==> config.mk <==
export PLATFORM = sky130hd
export DESIGN_NAME = instr_fetch_unit
export DESIGN_NICKNAME = d
export VERILOG_FILES = /design/src/rtl/instr_fetch_unit.sv
export SDC_FILE = /design/constraint.sdc
export NUM_CORES = 1
export LEC_CHECK = 0
export CAP_MARGIN = 10
export CELL_PAD_IN_SITES_DETAIL_PLACEMENT = 1
export CELL_PAD_IN_SITES_GLOBAL_PLACEMENT = 1
export CORE_ASPECT_RATIO = 1.4
export CORE_MARGIN = 2
export CORE_UTILIZATION = 42
export CTS_BUF_LIST = sky130_fd_sc_hd__clkbuf_8
export DETAILED_ROUTE_END_ITERATION = 7
export PLACE_DENSITY_LB_ADDON = 0.1
export SLEW_MARGIN = 30
export SYNTH_ARGS = -nofsm -noshare
export SYNTH_HDL_FRONTEND = slang
export SYNTH_SLANG_ARGS = --single-unit
==> constraint.sdc <==
create_clock -name clk -period 4.65 [get_ports clk]
set_input_delay 0.93 -clock clk [delete_from_list [all_inputs] [get_ports clk]]
set_output_delay 0.93 -clock clk [all_outputs]
set_load 0.02 [all_outputs]
==> src/rtl/instr_fetch_unit.sv <==
// instr_fetch_unit: turns the current PC into instruction-memory requests and
// buffers returned words (with their PCs) for the decoder. Only one request is
// in flight at a time, and one is issued only when the buffer is known to have
// room for its response. A flush drops buffered entries and any in-flight
// response.
// Optional build macro FETCH_ALIGN_CHECK_EN: a misaligned PC is not fetched.
// Instead a NOP entry flagged as a fetch fault is queued, and fetch stalls
// until the next flush.
module instr_fetch_unit #(
  parameter int ADDR_W = 32,
  parameter int DATA_W = 32,
  parameter int DEPTH  = 2
) (
  input  logic              clk,
  input  logic              reset_n,
  input  logic [ADDR_W-1:0] pc_in,
  output logic              pc_enable,
  input  logic              flush,
  output logic              mem_req,
  output logic [ADDR_W-1:0] mem_addr,
  input  logic              mem_gnt,
  input  logic              mem_rvalid,
  input  logic [DATA_W-1:0] mem_rdata,
  output logic              instr_valid,
  output logic [DATA_W-1:0] instr_out,
  output logic [ADDR_W-1:0] instr_pc,
  input  logic              instr_ready,
  output logic              fetch_fault
);
  localparam int PTR_W = $clog2(DEPTH);
  localparam int CNT_W = PTR_W + 1;
  localparam logic [CNT_W-1:0] FULL_CNT = CNT_W'(DEPTH);

  typedef enum logic [1:0] {IDLE, REQ, WAIT_RESP, FLUSH_WAIT} state_e;
  state_e state_q, state_d;

  logic [DATA_W-1:0] data_q [DEPTH];
  logic [ADDR_W-1:0] pc_q   [DEPTH];
  logic [PTR_W-1:0]  wr_ptr_q, rd_ptr_q;
  logic [CNT_W-1:0]  count_q;
  logic [ADDR_W-1:0] pend_pc_q, pend_pc_d;
  logic              stall_q, stall_d;

  logic              credit_ok, push, pop;
  logic [DATA_W-1:0] push_data;
  logic [ADDR_W-1:0] push_pc;

`ifdef FETCH_ALIGN_CHECK_EN
  localparam logic [DATA_W-1:0] NOP = DATA_W'(32'h0000_0013);
  logic             push_fault;
  logic [DEPTH-1:0] fault_q;
`endif

  // With at most one request in flight, a free slot now guarantees room for its response.
  assign credit_ok   = (count_q < FULL_CNT);
  assign instr_valid = (count_q != '0);
  assign pop         = instr_valid & instr_ready & ~flush;
  assign pc_enable   = mem_req & mem_gnt;

`ifdef FETCH_ALIGN_CHECK_EN
  assign mem_addr    = mem_req ? pc_in : '0;
  assign fetch_fault = instr_valid & fault_q[rd_ptr_q];
`else
  assign mem_addr    = mem_req ? {pc_in[ADDR_W-1:2], 2'b00} : '0;
  assign fetch_fault = 1'b0;
`endif

  // Empty-buffer outputs are forced to zero so stale slots never show through.
  assign instr_out = instr_valid ? data_q[rd_ptr_q] : '0;
  assign instr_pc  = instr_valid ? pc_q[rd_ptr_q]   : '0;

  // Next-state, request and push decode.
  always_comb begin
    state_d   = state_q;
    pend_pc_d = pend_pc_q;
    stall_d   = stall_q;
    mem_req   = 1'b0;
    push      = 1'b0;
    push_data = mem_rdata;
    push_pc   = pend_pc_q;
`ifdef FETCH_ALIGN_CHECK_EN
    push_fault = 1'b0;
`endif
    case (state_q)
      IDLE: state_d = REQ;
      REQ: begin
        if (!flush && !stall_q && credit_ok) begin
`ifdef FETCH_ALIGN_CHECK_EN
          if (pc_in[1:0] != 2'b00) begin
            push       = 1'b1;
            push_fault = 1'b1;
            push_data  = NOP;
            push_pc    = pc_in;
            stall_d    = 1'b1;
          end else begin
`endif
            mem_req = 1'b1;
            if (mem_gnt) begin
              pend_pc_d = pc_in;
              state_d   = WAIT_RESP;
            end
`ifdef FETCH_ALIGN_CHECK_EN
          end
`endif
        end
      end
      WAIT_RESP: begin
        if (mem_rvalid) begin
          push    = ~flush;
          state_d = REQ;
        end else if (flush) begin
          state_d = FLUSH_WAIT;
        end
      end
      // The stale response is dropped whenever it arrives. A repeated flush
      // without it keeps waiting, so the state can never hang past that response.
      FLUSH_WAIT: if (mem_rvalid) state_d = REQ;
      default: state_d = IDLE;
    endcase
    if (flush) stall_d = 1'b0;
  end

  // FSM and pending-PC registers.
  always_ff @(posedge clk or negedge reset_n) begin
    if (!reset_n) begin
      state_q   <= IDLE;
      pend_pc_q <= '0;
      stall_q   <= 1'b0;
    end else begin
      state_q   <= state_d;
      pend_pc_q <= pend_pc_d;
      stall_q   <= stall_d;
    end
  end

  // Buffer pointers and occupancy. Flush wins over a same-cycle push or pop.
  always_ff @(posedge clk or negedge reset_n) begin
    if (!reset_n) begin
      wr_ptr_q <= '0;
      rd_ptr_q <= '0;
      count_q  <= '0;
    end else if (flush) begin
      wr_ptr_q <= '0;
      rd_ptr_q <= '0;
      count_q  <= '0;
    end else begin
      if (push) wr_ptr_q <= wr_ptr_q + PTR_W'(1);
      if (pop)  rd_ptr_q <= rd_ptr_q + PTR_W'(1);
      case ({push, pop})
        2'b10:   count_q <= count_q + CNT_W'(1);
        2'b01:   count_q <= count_q - CNT_W'(1);
        default: count_q <= count_q;
      endcase
    end
  end

  // Buffer payload storage. It needs no reset because the outputs are gated by occupancy.
  always_ff @(posedge clk) begin
    if (push) begin
      data_q[wr_ptr_q] <= push_data;
      pc_q[wr_ptr_q]   <= push_pc;
    end
  end

`ifdef FETCH_ALIGN_CHECK_EN
  // Per-entry fault flag. It is reset so that it is always defined.
  always_ff @(posedge clk or negedge reset_n) begin
    if (!reset_n)  fault_q <= '0;
    else if (push) fault_q[wr_ptr_q] <= push_fault;
  end
`endif

  // The credit check must make a push into a full buffer impossible.
  a_no_push_full: assert property (@(posedge clk) disable iff (!reset_n)
    !(push && count_q == FULL_CNT));

endmodule

# After elaboration in Yosys (flattened, before gate mapping)
# Memories as Yosys holds them, arrays and structs flattened.
# Index checks and enable logic that the tools add are counted.
# W data, S select, Z words.
[totals] reg_bits=38 ramBits=128 in_bits=70 out_inout_bits=100 elab_cells=55 mem_count=2
[classes] addsub=4 n_lt_le_gt_ge=1 n_eq_ne=9 muxes=21 bitwise_logic=4 n_reduce_logical=9
[mem_list] name="data_q" words=2 width=32 rd=1 rd_clocked_by_memory_dff=0 wr=1 line_no="37" source="logic [DATA_W-1:0] data_q [DEPTH];"
[mem_list] name="pc_q" words=2 width=32 rd=1 rd_clocked_by_memory_dff=0 wr=1 line_no="38" source="logic [ADDR_W-1:0] pc_q [DEPTH];"
[ops] cell="$mux W32" n=3
[ops] cell="$mux W2" n=6
[ops] cell="$mux W1" n=10
[ops] cell="$pmux W2 S4" n=1
[ops] cell="$eq A2 B2 Y1 const B" n=3
[ops] cell="$ne A2 B2 Y1 const B" n=3
[ops] cell="$reduce_bool A2 Y1" n=3
[ops] cell="$eq A2 B1 Y1 const B" n=2
[ops] cell="$pmux W2 S2" n=1
[ops] cell="$reduce_and A4 Y1" n=1
[ops] cell="$and A1 B1 Y1" n=3
[ops] cell="$ne A3 B3 Y1 const B" n=1
[ops] cell="$reduce_and A3 Y1" n=1
[ops] cell="$reduce_bool A3 Y1" n=1
[ops] cell="$add A1 B1 Y1 const B" n=2
[ops] cell="$add A2 B1 Y2 const B" n=1
[ops] cell="$logic_not A2 Y1" n=1
[ops] cell="$lt A2 B2 Y1 const B" n=1
[ops] cell="$sub A2 B1 Y2 const B" n=1
[ops] cell="$logic_and A1 B1 Y1" n=1
[ops] cell="$logic_not A1 Y1" n=1
[ops] cell="$not A1 Y1" n=1

# Logic depth before layout (Yosys ltp)
# Gate-level depths: netlist of run 1.
[logic_depth] ltp_word=6 ltp_mapped=6 ltp_nobuf=6

# Least setup slack after synthesis of run 1
# No wires, ideal clock.
[synth_path] kind="input -> register" start="input flush" end="memory data_q[0][0] (enable)" setup_time_ns=0.487 arrival_time_ns=3.838 required_time_ns=4.163 path_slack_ns=0.325 stages=3 path_buffers=0 cell_sequence="nor2b_1 -> nand2_1 -> nor2_1"
[synth_between] elab_chain_len=5
[synth_rtl] item="start, declared" line_no="18" source="input logic flush,"
[synth_rtl] item="$not A1 Y1" line_no="109" source="push = ~flush;"
[synth_rtl] item="$mux W1" line_no="108" source="if (mem_rvalid) begin"
[synth_rtl] item="$mux W1" line_no="84" source="case (state_q)"
[synth_rtl] item="$mux W1" line_no="159" source="if (push) begin"
[synth_rtl] item="$mux W1 (not written as such)" line_no="160" source="data_q[wr_ptr_q] <= push_data;"
[synth_rtl] item="end, declared" line_no="37"
# Every way passes these cells.

# Final worst setup path of run 1
[layout_path] start="input flush" end="output mem_addr[20]"
[layout_between] elab_chain_len=5
[layout_rtl] item="$logic_not A1 Y1" line_no="87" source="if (!flush && !stall_q && credit_ok) begin"
[layout_rtl] item="$logic_and A1 B1 Y1" line_no="87"
[layout_rtl] item="$mux W1" line_no="87"
[layout_rtl] item="$mux W1" line_no="84"
[layout_rtl] item="$mux W32" line_no="64" source="assign mem_addr = mem_req ? {pc_in[ADDR_W-1:2], 2'b00} : '0;"
[layout_rtl] item="end, declared" line_no="20" source="output logic [ADDR_W-1:0] mem_addr,"
# Every way passes these cells.

==> results of run 1 <==
-- through the flow --
step / instances / power, mW / setup slack, ps / area (µm²)
after floorplan: 429 / 2.49 / 325 / 6800
after global placement: 776 / 2.77 / 840 / 8630
after detailed placement: 776 / 2.83 / 755 / 8630
after CTS: 808 / 3.74 / 756 / 8980
after global routing: 808 / 3.88 / 670 / 8980
final: 808 / 3.70 / 757 / 8980
-- cell families (layout without fill, tap and decap cells) --
logic type                 count (synthesis)  in the layout  synth area share (%)
xor gates and xnor gates                   3              3                 0.387
buffers and inverters                     31            211                  2.86
other                                      1              3                0.0552
and+or+nand+nor                          120            120                  8.46
DFF                                      166            166                  70.6
AOI/OAI and AO/OA                          5              5                 0.461
adders and majority gates                  3              3                 0.553
muxes                                     98             98                  16.6
-- worst max-delay path, cell delays in order --
cell and delay (ps):
clkdlybuf4s50_1 560, nor2_4 590, and3_1 250, clkdlybuf4s50_1 620
-- area by class of cell --
cell class | instances | share of cell area, %
clock buffer | 18 | 2.76
sequential | 166 | 53.4
clock inverter | 14 | 1.16
tap | 199 | 2.77
multi-input combinational | 232 | 20.4
timing repair buffer | 174 | 19.3
inverter | 5 | 0.209
-- cell usage in the layout, fill, tap and decap left out, types with 3 or more instances in the layout --
master	count
clkbuf_8	18
mux2_4	29
nor2_4	3
conb_1	3
inv_1	7
inv_6	4
nand2_1	6
buf_4	7
edfxtp_1	128
and3_1	30
dfrtp_1	37
mux2i_1	66
ha_1	3
nor2_1	72
clkinvlp_4	3
mux2_2	3
xor2_1	3
clkdlybuf4s50_1	165
-- synthesized netlist by cell type (all sizes together) --
master / count
o311ai: 1
a21oi: 1
xor2: 3
nor3: 2
nor2b: 1
conb: 1
ha: 3
mux2: 32
nand3b: 1
inv: 5
nor4b: 1
and3: 31
dfrtp: 38
clkbuf: 6
mux2i: 66
nand2: 7
buf: 20
o21ai: 2
nand3: 1
nor2: 76
o211ai: 1
edfxtp: 128
-- state kept, by name (all words and copies together), names as in the netlist --
name       count
count_q        2
data_q        64
state_q        2
rd_ptr_q       1
pc_q          64
wr_ptr_q       1
pend_pc_q     32
-- power by group --
group | internal, mW | leakage, nW | switching (mW)
Combinational | 0.437 | 1.39 | 0.352
Clock | 0.390 | 0.181 | 0.529
Sequential | 1.86 | 1.61 | 0.137
Total | 2.68 | 3.18 | 1.02
-- final timing paths --
kind / slack [ps] / depth (start not counted) / endpoint / start
setup / recovery: 760 / 4 / mem_addr[20] / flush
hold / removal: 480 / 0 / pc_q[0][11] / pend_pc_q[11]
setup reg to reg: 1960 / 6 / pend_pc_q[6] / state_q[1]
hold reg to reg: 480 / 0 / pc_q[0][11] / pend_pc_q[11]
max in group asynchronous: 3680 / 2 / rd_ptr_q / reset_n
min in group asynchronous: 550 / 2 / pend_pc_q[0] / reset_n
-- layer usage --
layer / share of wire, % / track usage [%] / vias to the layer above
li1: - / - / 1886
met1: 39 / 20.1 / 2044
met2: 55 / 33.4 / 110
met3: 4.3 / 4.35 / 14
met4: 1.7 / 5.41 / 0
met5: 0 / 0 / -
==> impl_summary.txt, run 1 <==
----------------------------------------------------
[Synth]
  Synthesized area ... 6790 µm²
  Yosys warning count ... 0
  Cell taking the most area after synthesis ... edfxtp_1
  Sequential element share of the synthesized area ... 70.6%
  Post-synth top area share ... 56.6%
  Synthesized area divided by synthesized cell count ... 15.9 µm²
  Number of standard cells after synthesis ... 427
  Flip-flop and latch count after synthesis ... 166
  Post-synthesis cell type count ... 28
  Biggest area contributors in the synthesized netlist ... edfxtp_1, dfrtp_1, mux2i_1

[Global routing]
  Largest net degree at the start of global routing ... 65
  Global-route wire length before repair ... 23700 µm
  Gr usage total ... 17.9%
  Number of global-route vias before repair ... 4509
  Initial antenna violation count ... 0
  Overflow left after global routing ... 0

[Floorplan]
  Top Ports ... 170
  Overall die width ... 111 µm
  Initial Util ... 42.5%
  Number of rows created at floorplan ... 55
  Total die area ... 17200 µm²
  Core region area ... 16000 µm²
  Die Ht ... 154 µm

[Setup path]
  Type of destination of the critical path ... output port
  Critical path launch point type ... primary input
  Start-to-end type of the worst setup path ... in2out
  Data arrival, critical path ... 2960 ps
  Required time of the worst setup path ... 3720 ps
  Max FO, Critical Path ... 32

[Timing]
  RSZ-0062 raised after global routing ... no
  Final setup violation count ... 0
  Final clock period utilization by the worst path ... 83.7%
  FMAX ... 257 MHz
  Pin slew with the least headroom to its limit ... 933 ps
  Clock tree skew after final layout ... 12.5 ps
  Count of final hold-check violations ... 0
  Setup total negative slack ... 0 ps
  Worst slew slack as a fraction of its limit ... 37.8%
  Final Max Tran Viols ... 0
  Fin Hold WS ... 475 ps
  Shortest period the worst path allows ... 3890 ps

[Route]
  Final antenna-violating net count ... 0
  Routed Wire Length ... 15100 µm
  Average via count per standard cell ... 5.02
  Number of remaining DRC errors ... 0
  DRC violation total after the first TritonRoute iteration ... 171
  Number of vias in the routed layout ... 4054
  Wire length per cell after detailed routing ... 18.6 µm
  Drt pass-1 iters ... 4

[Final layout]
  Antenna diodes ... 0
  Sequential cell area ... 4800 µm²
  Area of combinational cells with multiple inputs ... 1830 µm²
  Number of nets in the layout ... 669
  Share of layout cells above drive strength 1 ... 12.8%
  Fill cells ... 1572
  Layout overhead on the synthesized area ... 32.2%
  Fin util ... 56.2%

[Placement]
  HPWL after DPL ... 10100 µm
  Routability congestion estimate from global placement ... 0.724
  Port-buffer cells ... 166

[Pwr]
  Static Leak ... 3.18 nW
  Power density over the cells ... 412 nW/µm²
  Worst ir drop on vdd ... 191 µV

[Clock tree]
  Number of hold buffers added after cts ... 0
  TritonCTS clock tree ... done
  Root buffer cell ... clkbuf_8
  Clock Latency Late Sink ... 430 ps
  Number of gates resized after cts ... 0
  Buffers from clock root to sink, at most ... 2
  Num Clock Sinks ... 166
  Clock edge transition at the registers on the reported setup and hold paths ... 80 ps
  H-tree Lvls ... 4
  Number of clock buffers inserted by TritonCTS ... 17
  Post-CTS setup buffer count ... 0

[Worst hold path]
  Hold Crit Class ... reg2reg

[Outcome]
  Run status ... finished, final reports clean

[Job]
  # Max-Cap Violations ... 0

----------------------------------------------------
Power figures use the tool's default switching activity.
==> inputs of run 2 (changes only) <==
==> constraint.sdc (replaced) <==
create_clock -name clk -period 3.85 [get_ports clk]
set_input_delay 0.77 -clock clk [delete_from_list [all_inputs] [get_ports clk]]
set_output_delay 0.77 -clock clk [all_outputs]
set_load 0.02 [all_outputs]
==> impl_summary.txt, run 2 (synthesis gave the netlist of run 1 again) <==
----------------------------------------------------
[Outcome]
  Run status ... finished, final reports clean (unchanged)

[Clock tree]
  Buffers from clock root to sink, at most ... 2 (unchanged)
  Post-CTS setup buffer count ... 0 (unchanged)
  TritonCTS clock tree ... done (unchanged)
  H-tree Lvls ... 4 (unchanged)
  Number of hold buffers added after cts ... 0 (unchanged)
  Clock Latency Late Sink ... 440 ps (was 430 ps)
  Number of gates resized after cts ... 0 (unchanged)
  Root buffer cell ... clkbuf_8 (unchanged)
  Num Clock Sinks ... 166 (unchanged)
  Number of clock buffers inserted by TritonCTS ... 17 (unchanged)
  Clock edge transition at the registers on the reported setup and hold paths ... 90 ps (was 80 ps)

[Timing]
  Final clock period utilization by the worst path ... 92.1%
  RSZ-0062 raised after global routing ... no (unchanged)
  FMAX ... 282 MHz
  Count of final hold-check violations ... 0 (unchanged)
  Setup total negative slack ... 0 ps (unchanged)
  Pin slew with the least headroom to its limit ... 605 ps (was 933 ps)
  Clock tree skew after final layout ... 16.2 ps (was 12.5 ps)
  Shortest period the worst path allows ... 3550 ps
  Final Max Tran Viols ... 0 (unchanged)
  Worst slew slack as a fraction of its limit ... 59.7% (was 37.8%)
  Final setup violation count ... 0 (unchanged)
  Crit path setup slack, layout ... 304 ps (was 757 ps)

[Global routing]
  Initial antenna violation count ... 0 (unchanged)
  GR Layer Usage met1 ... 20.9% (was 20.1%)
  Gr usage total ... 18.0% (was 17.9%)
  Largest net degree at the start of global routing ... 65 (unchanged)
  Most used routing layer in global routing ... met2 (unchanged)
  Number of global-route vias before repair ... 4559 (was 4509)
  Global-route wire length before repair ... 24000 µm (was 23700 µm)
  Overflow left after global routing ... 0 (unchanged)
  GRT met3 Usage ... 3.96% (was 4.35%)
  Fraction of met2 tracks used by global routing ... 33.3% (was 33.4%)

[Floorplan]
  Total die area ... 17200 µm² (unchanged)
  Die Ht ... 154 µm (unchanged)
  Core region area ... 16000 µm² (unchanged)
  Top Ports ... 170 (unchanged)
  Number of rows created at floorplan ... 55 (unchanged)
  Initial Util ... 42.5% (unchanged)
  Overall die width ... 111 µm (unchanged)

[Setup path]
  Critical path launch point type ... primary input (unchanged)
  Startpoint of the worst register-to-register path ... state_q[0] (was state_q[1])
  Reg-to-reg slack, setup ... 1700 ps (was 1960 ps)
  Type of destination of the critical path ... output port (unchanged)
  Max FO, Critical Path ... 20 (was 32)
  Data arrival, critical path ... 2780 ps (was 2960 ps)
  R2r endpoint ... data_q[1][12] (was pend_pc_q[6])
  Start-to-end type of the worst setup path ... in2out (unchanged)
  Number of cell instances on the worst register-to-register path ... 5 (was 6)
  Required time of the worst setup path ... 3080 ps (was 3720 ps)

[Placement]
  Port-buffer cells ... 166 (unchanged)
  Routability congestion estimate from global placement ... 0.752 (was 0.724)
  Number of placed cells counting well taps ... 777 (was 776)
  HPWL after DPL ... 10100 µm (about the same)
  Worst Setup Slack post-DPL ... 302 ps (was 755 ps)

[Route]
  Routed Wire Length ... 15100 µm (about the same)
  Final antenna-violating net count ... 0 (unchanged)
  Drt pass-1 iters ... 4 (unchanged)
  Average via count per standard cell ... 5.02 (about the same)
  Number of remaining DRC errors ... 0 (unchanged)
  Wire length per cell after detailed routing ... 18.6 µm (about the same)
  DRC violation total after the first TritonRoute iteration ... 194 (was 171)
  Number of vias in the routed layout ... 4065 (was 4054)

[Final layout]
  Number of standard cells in the final layout excluding fillers ... 809 (was 808)
  Most common library cell in the layout ignoring fill and taps ... clkdlybuf4s50_1 (unchanged)
  Top library cells by usage in the layout, fill and taps aside ... clkdlybuf4s50_1, edfxtp_1, nor2_1 (unchanged)
  Layout overhead on the synthesized area ... 32.7% (was 32.2%)
  Largest registers ... data_q: 64 flops, pc_q: 64 flops, pend_pc_q: 32 flops (unchanged)
  Antenna diodes ... 0 (unchanged)
  Share of layout cells above drive strength 1 ... 13.0% (was 12.8%)
  Number of nets in the layout ... 670 (was 669)

[Pwr]
  Worst ir drop on vdd ... 224 µV (was 191 µV)
  Power density over the cells ... 497 nW/µm² (was 412 nW/µm²)
  Static Leak ... 3.20 nW (was 3.18 nW)
  Overall power after layout ... 4.48 mW (was 3.70 mW)

[Worst hold path]
  Hold Crit Class ... in2async (was reg2reg)

[Job]
  # Max-Cap Violations ... 0 (unchanged)

----------------------------------------------------
-- run 2: changes by cell type in the layout (fill, tap and decap cells not counted) --
cell        change
buf_12          +2
buf_2           -1
clkbuf_8        -1
clkinv_2        -1
clkinv_4        +1
clkinvlp_4      -1
inv_6           +1
inv_8           +1
-- run 2: metrics by stage --
stage                     cell area (µm²)  util (%)  hold WS (ps)
after floorplan                      6800         -           438
after global placement               8660      54.2           451
after detailed placement             8660      54.2           460
after CTS                            9010      56.4           477
after global routing                 9010      56.5           289
final                                9010      56.5           293
-- run 2: worst max path at each step --
stage,end,slack [ps],start,cells past startpoint
final,mem_addr[21],300,flush,5
after CTS,mem_addr[21],290,flush,5
after floorplan,data_q[0][0],770,flush,3
after global routing,mem_addr[21],180,flush,5
after detailed placement,mem_addr[21],300,flush,5
after global placement,mem_addr[21],390,flush,5
-- run 2: where the power goes --
| group | total, mW | leakage [nW] | switching (mW) | internal [mW] |
|---|---|---|---|---|
| sequential | 2.41 | 1.61 | 0.162 | 2.24 |
| combinational | 0.953 | 1.40 | 0.424 | 0.528 |
| clock | 1.13 | 0.184 | 0.663 | 0.462 |
| total | 4.48 | 3.20 | 1.25 | 3.23 |
-- run 2: worst max-delay path: stages --
cell	delay (ps)
clkdlybuf4s50_1	550
nor2_4	340
buf_4	290
and3_1	200
clkdlybuf4s50_1	610
-- run 2: cell type report --
class / instances / area (µm²)
tap: 199 / 249
multi-input combinational: 232 / 1830
timing repair buffer: 175 / 1760
sequential: 166 / 4800
clock inverter: 15 / 120
clock buffer: 17 / 234
inverter: 5 / 18.8
fill: 1577 / 6950
-- run 2: routing by layer --
metal  up-vias  wire [µm]
li1       1878          -
met4         0        194
met1      2074       6080
met5         -          0
met2       101       8260
met3        12        545
